`config.mk`:
```
export PLATFORM = sky130hd
export DESIGN_NAME = t05_char_rx
export DESIGN_NICKNAME = d
export VERILOG_FILES = /design/src/rtl/t05_char_rx.sv
export SDC_FILE = /design/constraint.sdc
export NUM_CORES = 1
export LEC_CHECK = 0
export ABC_AREA = 0
export BUFFER_PORTS_ARGS = -buffer_cell sky130_fd_sc_hd__buf_4
export CAP_MARGIN = 20
export CORE_MARGIN = 5
export CORE_UTILIZATION = 60
export CTS_CLUSTER_DIAMETER = 200
export DETAILED_ROUTE_END_ITERATION = 12
export GPL_ROUTABILITY_DRIVEN = 0
export PLACE_DENSITY_LB_ADDON = 0.05
export SYNTH_ARGS = -nofsm -noshare
export SYNTH_HDL_FRONTEND = slang
export SYNTH_SLANG_ARGS = --single-unit
```
`constraint.sdc`:
```
create_clock -name hwclk -period 5.25 [get_ports hwclk]
set_clock_uncertainty 0.2 [all_clocks]
set_input_delay 0.525 -clock hwclk [delete_from_list [all_inputs] [get_ports hwclk]]
set_output_delay 0.525 -clock hwclk [all_outputs]
set_load 0.01 [all_outputs]
```
`src/rtl/t05_char_rx.sv`:
```
`default_nettype none
// ============================================================================
// Module      : t05_char_rx
// Description : Host byte receiver. Synchronises the host strobe, captures
//               each byte through a four-phase confirm handshake and queues
//               it in a 4-entry FIFO for the histogram stage. Byte 8'h1A is
//               the end-of-file terminator: it is acknowledged but not queued,
//               and it parks the receiver until reset.
//               Optional feature macro: T05_CHAR_COUNT_EN adds a saturating
//               24-bit count of queued bytes on port char_count.
// Revision    : 1.0 - initial release
// ============================================================================
module t05_char_rx (
    input  logic        hwclk,
    input  logic        nrst,
    input  logic        pulse_in,
    input  logic [7:0]  read_out,
    output logic        nextChar,
    output logic        spi_confirm_out,
    output logic [7:0]  char_out,
    output logic        char_valid,
    input  logic        char_ready,
    output logic        eof_out,
    output logic [2:0]  fifo_count
`ifdef T05_CHAR_COUNT_EN
    ,
    output logic [23:0] char_count
`endif
);

    localparam logic [7:0] c_EOF_CHAR   = 8'h1A;
    localparam logic [2:0] c_FIFO_DEPTH = 3'd4;

    typedef enum logic [1:0] {
        IDLE     = 2'd0,
        CONFIRM  = 2'd1,
        WAIT_LOW = 2'd2,
        DONE     = 2'd3
    } state_t;

    state_t      r_state;
    logic        r_sync1;
    logic        r_sync2;
    logic        r_confirm;
    logic        r_eof_seen;
    logic [7:0]  r_mem [0:3];
    logic [1:0]  r_wr_ptr;
    logic [1:0]  r_rd_ptr;
    logic [2:0]  r_count;

    logic        w_has_space;
    logic        w_capture;
    logic        w_push;
    logic        w_pop;

    // Capture happens only from IDLE with a synchronised strobe and room in
    // the FIFO; a full FIFO simply stalls the handshake so no byte is lost.
    assign w_has_space = (r_count < c_FIFO_DEPTH);
    assign w_capture   = (r_state == IDLE) && r_sync2 && w_has_space && !r_eof_seen;
    assign w_push      = w_capture && (read_out != c_EOF_CHAR);
    assign w_pop       = (r_count != 3'd0) && char_ready;

    assign nextChar        = (r_state == IDLE) && w_has_space && !r_eof_seen;
    assign spi_confirm_out = r_confirm;
    assign char_out        = r_mem[r_rd_ptr];
    assign char_valid      = (r_count != 3'd0);
    assign eof_out         = r_eof_seen && (r_count == 3'd0);
    assign fifo_count      = r_count;

    // Two-flop synchroniser for the asynchronous host strobe
    always_ff @(posedge hwclk) begin
        if (!nrst) begin
            r_sync1 <= 1'b0;
            r_sync2 <= 1'b0;
        end else begin
            r_sync1 <= pulse_in;
            r_sync2 <= r_sync1;
        end
    end

    // Handshake FSM: confirm is registered so it follows capture by one cycle
    always_ff @(posedge hwclk) begin
        if (!nrst) begin
            r_state    <= IDLE;
            r_confirm  <= 1'b0;
            r_eof_seen <= 1'b0;
        end else begin
            case (r_state)
                IDLE: begin
                    r_confirm <= 1'b0;
                    if (w_capture) begin
                        r_state   <= CONFIRM;
                        r_confirm <= 1'b1;
                        if (read_out == c_EOF_CHAR) begin
                            r_eof_seen <= 1'b1;
                        end
                    end
                end
                CONFIRM: begin
                    r_state   <= WAIT_LOW;
                    r_confirm <= 1'b1;
                end
                WAIT_LOW: begin
                    if (!r_sync2) begin
                        r_confirm <= 1'b0;
                        r_state   <= r_eof_seen ? DONE : IDLE;
                    end
                end
                DONE: begin
                    r_confirm <= 1'b0;
                end
                default: begin
                    r_state   <= IDLE;
                    r_confirm <= 1'b0;
                end
            endcase
        end
    end

    // FIFO storage, wrapping pointers and occupancy; push/pop guarded above
    always_ff @(posedge hwclk) begin
        if (!nrst) begin
            r_wr_ptr <= 2'd0;
            r_rd_ptr <= 2'd0;
            r_count  <= 3'd0;
            for (int i = 0; i < 4; i++) begin
                r_mem[i] <= 8'h00;
            end
        end else begin
            if (w_push) begin
                r_mem[r_wr_ptr] <= read_out;
                r_wr_ptr        <= r_wr_ptr + 2'd1;
            end
            if (w_pop) begin
                r_rd_ptr <= r_rd_ptr + 2'd1;
            end
            case ({w_push, w_pop})
                2'b10:   r_count <= r_count + 3'd1;
                2'b01:   r_count <= r_count - 3'd1;
                default: r_count <= r_count;
            endcase
        end
    end

`ifdef T05_CHAR_COUNT_EN
    logic [23:0] r_char_count;

    assign char_count = r_char_count;

    // Saturating count of bytes queued; the terminator is never pushed
    always_ff @(posedge hwclk) begin
        if (!nrst) begin
            r_char_count <= 24'd0;
        end else if (w_push && (r_char_count != 24'hFFFFFF)) begin
            r_char_count <= r_char_count + 24'd1;
        end
    end
`endif

endmodule
`default_nettype wire

```
Word level (Yosys, flattened, before mapping)
Memory sizes are Yosys's and may differ from the RTL's. A register that Yosys moved wholly into a read port is not among the register bits.
Index checks and enable logic that the tools add are counted.
{ "word_totals": {"ff_bits": 13, "ramBits": 32, "inputBits": 12, "word_cells": 57, "n_memories": 1} }
{ "op_classes": {"add_sub_neg": 4, "order_cmp": 1, "eq_ne": 9, "n_mux": 17, "reduce_logical": 17} }
{ "mem_list": {"columns": ["memory", "words", "width", "rd", "rd_ports_with_merged_regs", "write_ports", "line", "text"], "rows": [
  ["r_mem", 4, 8, 1, 1, 4, "46", "logic [7:0] r_mem [0:3];"]
]} }
{ "ops": {"columns": ["cell", "count"], "rows": [
  ["2-bit 2-to-1 mux", 6],
  ["8-bit by 5-bit equality test with 1-bit output (second input constant)", 1],
  ["1-bit logical AND", 8],
  ["8-bit 2-to-1 mux", 1],
  ["8-bit by 5-bit != test with 1-bit output (second input constant)", 1],
  ["8-bit OR reduction", 1],
  ["1-bit 2-to-1 mux", 7],
  ["2-bit equality test (second input constant)", 3],
  ["2-bit one-hot mux with 3 select lines", 1],
  ["3-bit one-hot mux with 2 select lines", 1],
  ["3-bit AND reduction", 2],
  ["3-bit nonzero test", 2],
  ["2-bit by 1-bit adder with 2-bit output (second input constant)", 2],
  ["2-bit by 1-bit equality test with 1-bit output (second input constant)", 2],
  ["2-bit != test (second input constant)", 2],
  ["1-bit one-hot mux with 4 select lines", 1],
  ["3-bit by 1-bit adder with 3-bit output (second input constant)", 1],
  ["3-bit zero test", 1],
  ["3-bit less-than comparator (second input constant)", 1],
  ["3-bit by 1-bit subtractor with 3-bit output (second input constant)", 1],
  ["2-bit zero test", 1],
  ["2-bit nonzero test", 1],
  ["1-bit zero test", 1]
]} }

Logic depth before layout (Yosys ltp)
{ "depth": {"ltp_word": 10, "depth_mapped": 12} }

Least setup slack after synthesis
Ideal clock, no wire load.
{ "synth_timing": {"kind": "input -> register", "startpoint": "in read_out[5]", "endpoint": "reg r_count[2] (netlist: fifo_count[2])", "t_arrival_ns": 2.362, "t_required_ns": 4.978, "slack_ns": 2.616, "cell_stages": 9, "path_cell_list": "nor4b_1 a21oi_2 inv_1 ha_1 inv_1 fa_1 xor2_1 or3_1 a21oi_1"} }
{ "synth_between": {"elab_chain_cells": 4} }
{ "synth_lines": {"columns": ["item", "line", "text"], "rows": [
  ["from (decl)", "17", "input logic [7:0] read_out,"],
  ["8-bit by 5-bit != test with 1-bit output (*)", "60", "assign w_push = w_capture && (read_out != c_EOF_CHAR);"],
  ["1-bit logical AND (*)", "60", null],
  ["2-bit by 1-bit equality test with 1-bit output / 2-bit equality test (equally long branches)", "137", "case ({w_push, w_pop})"],
  ["3-bit one-hot mux with 2 select lines / 2-bit nonzero test (equally long branches)", null, null],
  ["to (signal assigned)", "138", "2'b10: r_count <= r_count + 3'd1;"],
  ["to (signal assigned)", "139", "2'b01: r_count <= r_count - 3'd1;"],
  ["to (signal assigned)", "140", "default: r_count <= r_count;"],
  ["to (decl)", "49", "logic [2:0] r_count;"]
]} }
Mark *: on every way between the ends. The rest lies on a longest branch, timed or not.
A chain may end at the register's enable or synchronous reset.

Worst setup path after layout
{ "layout_timing": {"startpoint": "reg r_state[0]", "endpoint": "reg r_count[2] (netlist: fifo_count[2])"} }
{ "layout_between": {"elab_chain_cells": 7} }
{ "layout_lines": {"columns": ["item", "line", "text"], "rows": [
  ["from (decl)", "41", "state_t r_state;"],
  ["from (signal assigned)", "106", "r_state <= r_eof_seen ? DONE : IDLE;"],
  ["2-bit zero test (*)", "59", "assign w_capture = (r_state == IDLE) && r_sync2 && w_has_space && !r_eof_seen;"],
  ["1-bit logical AND (*) (3 in series)", "59", null],
  ["1-bit logical AND (*)", "60", null],
  ["2-bit by 1-bit equality test with 1-bit output / 2-bit equality test (equally long branches)", "137", null],
  ["3-bit one-hot mux with 2 select lines / 2-bit nonzero test (equally long branches)", null, null]
]} }
Marked as above.

==> flow_summary.json <==
{
  "fmax_mhz": 347,
  "max_slew_violation_count": 0,
  "cts.root.buffer_cell": "clkbuf_8",
  "end_kind": "register",
  "synthCells": 177,
  "synth_cell_types": 39,
  "outcome": "finished clean",
  "synth_ff_type": "edfxtp_1",
  "synth_area_per_cell_sq_um": 12.5,
  "number_of_hold_buffers_added_after_cts": 0,
  "die_height_um": 70.7,
  "finalWorstSetupSlack_ns": 2.37,
  "drtPass1Iterations": 4,
  "ys_ff_latch": 47,
  "grt_pass1_wl_um": 7310,
  "antenna_found_initial": 0,
  "critical-path-slowest-cell": "fa_1",
  "yosysWarnings": 0,
  "num_antenna_cells": 0,
  "cellLeakagePower_uw": 0.000977,
  "critical-path-top-cell-by-count": "inv_1",
  "route.detailed.drc": 0,
  "timing.critical_path.required_ns": 5.28,
  "cp_top_family": "adder cells",
  "finalCriticalPeriod_ns": 2.88,
  "critical_path.cell_chain": "inv_1 > ha_1 > nand4bb_1 > a21oi_2 > inv_1 > ha_1 > inv_1 > fa_1 > xor2_1 > or3_1 > a21oi_1",
  "antenna_left": 0,
  "syn-cell-area_sq_um": 2210,
  "async_flop_share": 0,
  "cts.sinks": 47,
  "floorplan.initialDensity": 0.612,
  "postCtsSetupRepairBufs": 0,
  "clkLatencyLatePin_ns": 0.30,
  "placementRows": 22,
  "timing.setup.critical_path_class": "register to register",
  "critical_path.n_buffers_inverters": 3,
  "timing.critical_path.slowest_cell_delay_ns": 0.39,
  "grt_pass1_vias": 1483,
  "fin_cells": 255,
  "portBuffers": 26,
  "final_tns_setup_ns": 0,
  "nNetsFinal": 224,
  "vias_per_cell": 5.57,
  "via_count": 1420,
  "layout-drive-gt1-share": 0.256,
  "maximum_number_of_pins_on_one_net_before_global_route_repair": 23,
  "maximum_count_of_clock_buffers_along_a_single_path": 2,
  "transition_time_of_the_tightest_slew_check_pin_ns": 0.777,
  "drt_iter0_drc": 66,
  "syn_to_final_growth_pct": 15.3,
  "power.ir.vdd_worst_v": 0.000235,
  "placement.setup.worst_slack_ns": 2.24,
  "critical_path_peak_fanout": 7,
  "post_synth_edffs": 32,
  "h-tree-depth": 2,
  "drt-total-wl_um": 4240,
  "floorplan.die.width_um": 70.7,
  "io_pins": 27,
  "cts_buf_count": 5,
  "hpwl_um": 3150,
  "finalHoldViolCount": 0,
  "reported_max_cap_violation_count": 0,
  "timing.critical_path.from_type": "register",
  "final_cycle_share": 0.549,
  "clk_pin_slew_ns": 0.08,
  "mappedNetlistNets": 195,
  "setup_violations": 0,
  "grt_setup_unrepaired": "false",
  "slew_headroom": 0.476,
  "worstPathArrival_ns": 2.91,
  "synth_sequential_area_ratio": 0.571,
  "post_drt_wl_per_cell_um": 16.6,
  "dpl.cell_count": 247,
  "post_cts_resized": 0,
  "holdCritPathClass": "primary input to register",
  "p_per_area_nw_per_um2": 353,
  "floorplan.die_area_sq_um": 4990,
  "cts_tree": "built",
  "core_sq_um": 3610,
  "gr-usage-all-layers": 0.192,
  "overflow": 0
}
[cells in the mapped netlist (2+ instances only)]
master	instances	area [sq um]
clkbuf_1	3	11.3
xor2_1	4	35.0
o2111ai_4	2	52.6
dfxtp_1	15	300
o21ai_0	4	20.0
and4bb_2	2	25.0
or3_1	2	12.5
inv_1	10	37.5
a21o_1	3	22.5
mux2i_1	4	40.0
a21oi_1	3	15.0
nand2b_1	2	12.5
nand2_1	16	60.1
and2_1	7	43.8
ha_1	5	62.6
nor2_1	33	124
edfxtp_1	32	961
mux4_2	8	180
and3_1	2	12.5
[through the flow]
stage               power (uW)  hold slack (ns)  utilization  cell area [sq um]
floorplan                  603            0.212            -               2210
global placement           678            0.215        0.680               2450
detailed placement         685            0.227        0.680               2450
CTS                        908            0.225        0.706               2550
global route               952            0.236        0.706               2550
finish                     899            0.236        0.706               2550
[per-layer routing]
layer	up-vias	track usage	wire length, um
li1	695	-	-
met1	682	0.226	1750
met2	33	0.341	2240
met3	10	0.0412	177
met4	0	0.0793	65
met5	-	0	0
[final cells by class]
cell class	count	area (sq um)
timing repair buffer	27	203
clock buffer	7	86.3
inverter	11	41.3
tap	48	60.1
multi-input combinational	114	886
sequential	47	1260
clock inverter	1	8.76
fill	268	1060
[sequential cells by signal (all words and copies together) (netlist names), named ones only]
register / flops
r_eof_seen: 1
r_mem: 32
r_rd_ptr: 2
r_sync1: 1
r_wr_ptr: 2
fifo_count: 3
spi_confirm_out: 1
r_state: 2
r_sync2: 1
[worst register-to-register path: stages (launching register included)]
cell and delay (ns):
dfxtp_1 0.38, inv_1 0.08, ha_1 0.26, nand4bb_1 0.33, a21oi_2 0.12, inv_1 0.16, ha_1 0.21, inv_1 0.06
fa_1 0.39, xor2_1 0.17, or3_1 0.31, a21oi_1 0.14
[cell usage in the layout (no fill, tap or decap), types with 3 or more instances in the layout]
cell      netlist  layout
a21o_1          3       3
a21oi_1         3       3
and2_1          7       7
buf_4           0      27
clkbuf_8        0       6
dfxtp_1        15      15
edfxtp_1       32      32
ha_1            5       5
inv_1          10      10
mux2i_1         4       4
mux4_2          8       8
nand2_1        16      16
nor2_1         33      33
o21ai_0         4       4
xor2_1          4       4
[path summary, 6_finish.rpt]
check	end	slack, ns	start	cells after the start
worst max-delay path	fifo_count[2]	2.37	r_state[0]	11
worst min-delay path	r_sync1	0.24	pulse_in	2
worst max register to register	fifo_count[2]	2.37	r_state[0]	11
worst min register to register	r_sync2	0.24	r_sync1	1
[where the power goes]
part	total (uW)	switching [uW]	internal, uW
Sequential	458	33.0	425
Clock	223	115	108
Combinational	218	104	114
Total	899	253	646
[cells by family (layout without fill, tap and decap cells)]
family	Yosys count	in the layout	synth area share
buffers and inverters	16	46	0.0278
adder cells (fa/ha/maj)	6	6	0.0374
multiplexers	12	12	0.0997
AND/OR/NAND/NOR	74	74	0.172
flip-flops	47	47	0.571
XOR/XNOR	4	4	0.0159
AO/OA/AOI/OAI	18	18	0.0765
Power figures use the tool's default switching activity.
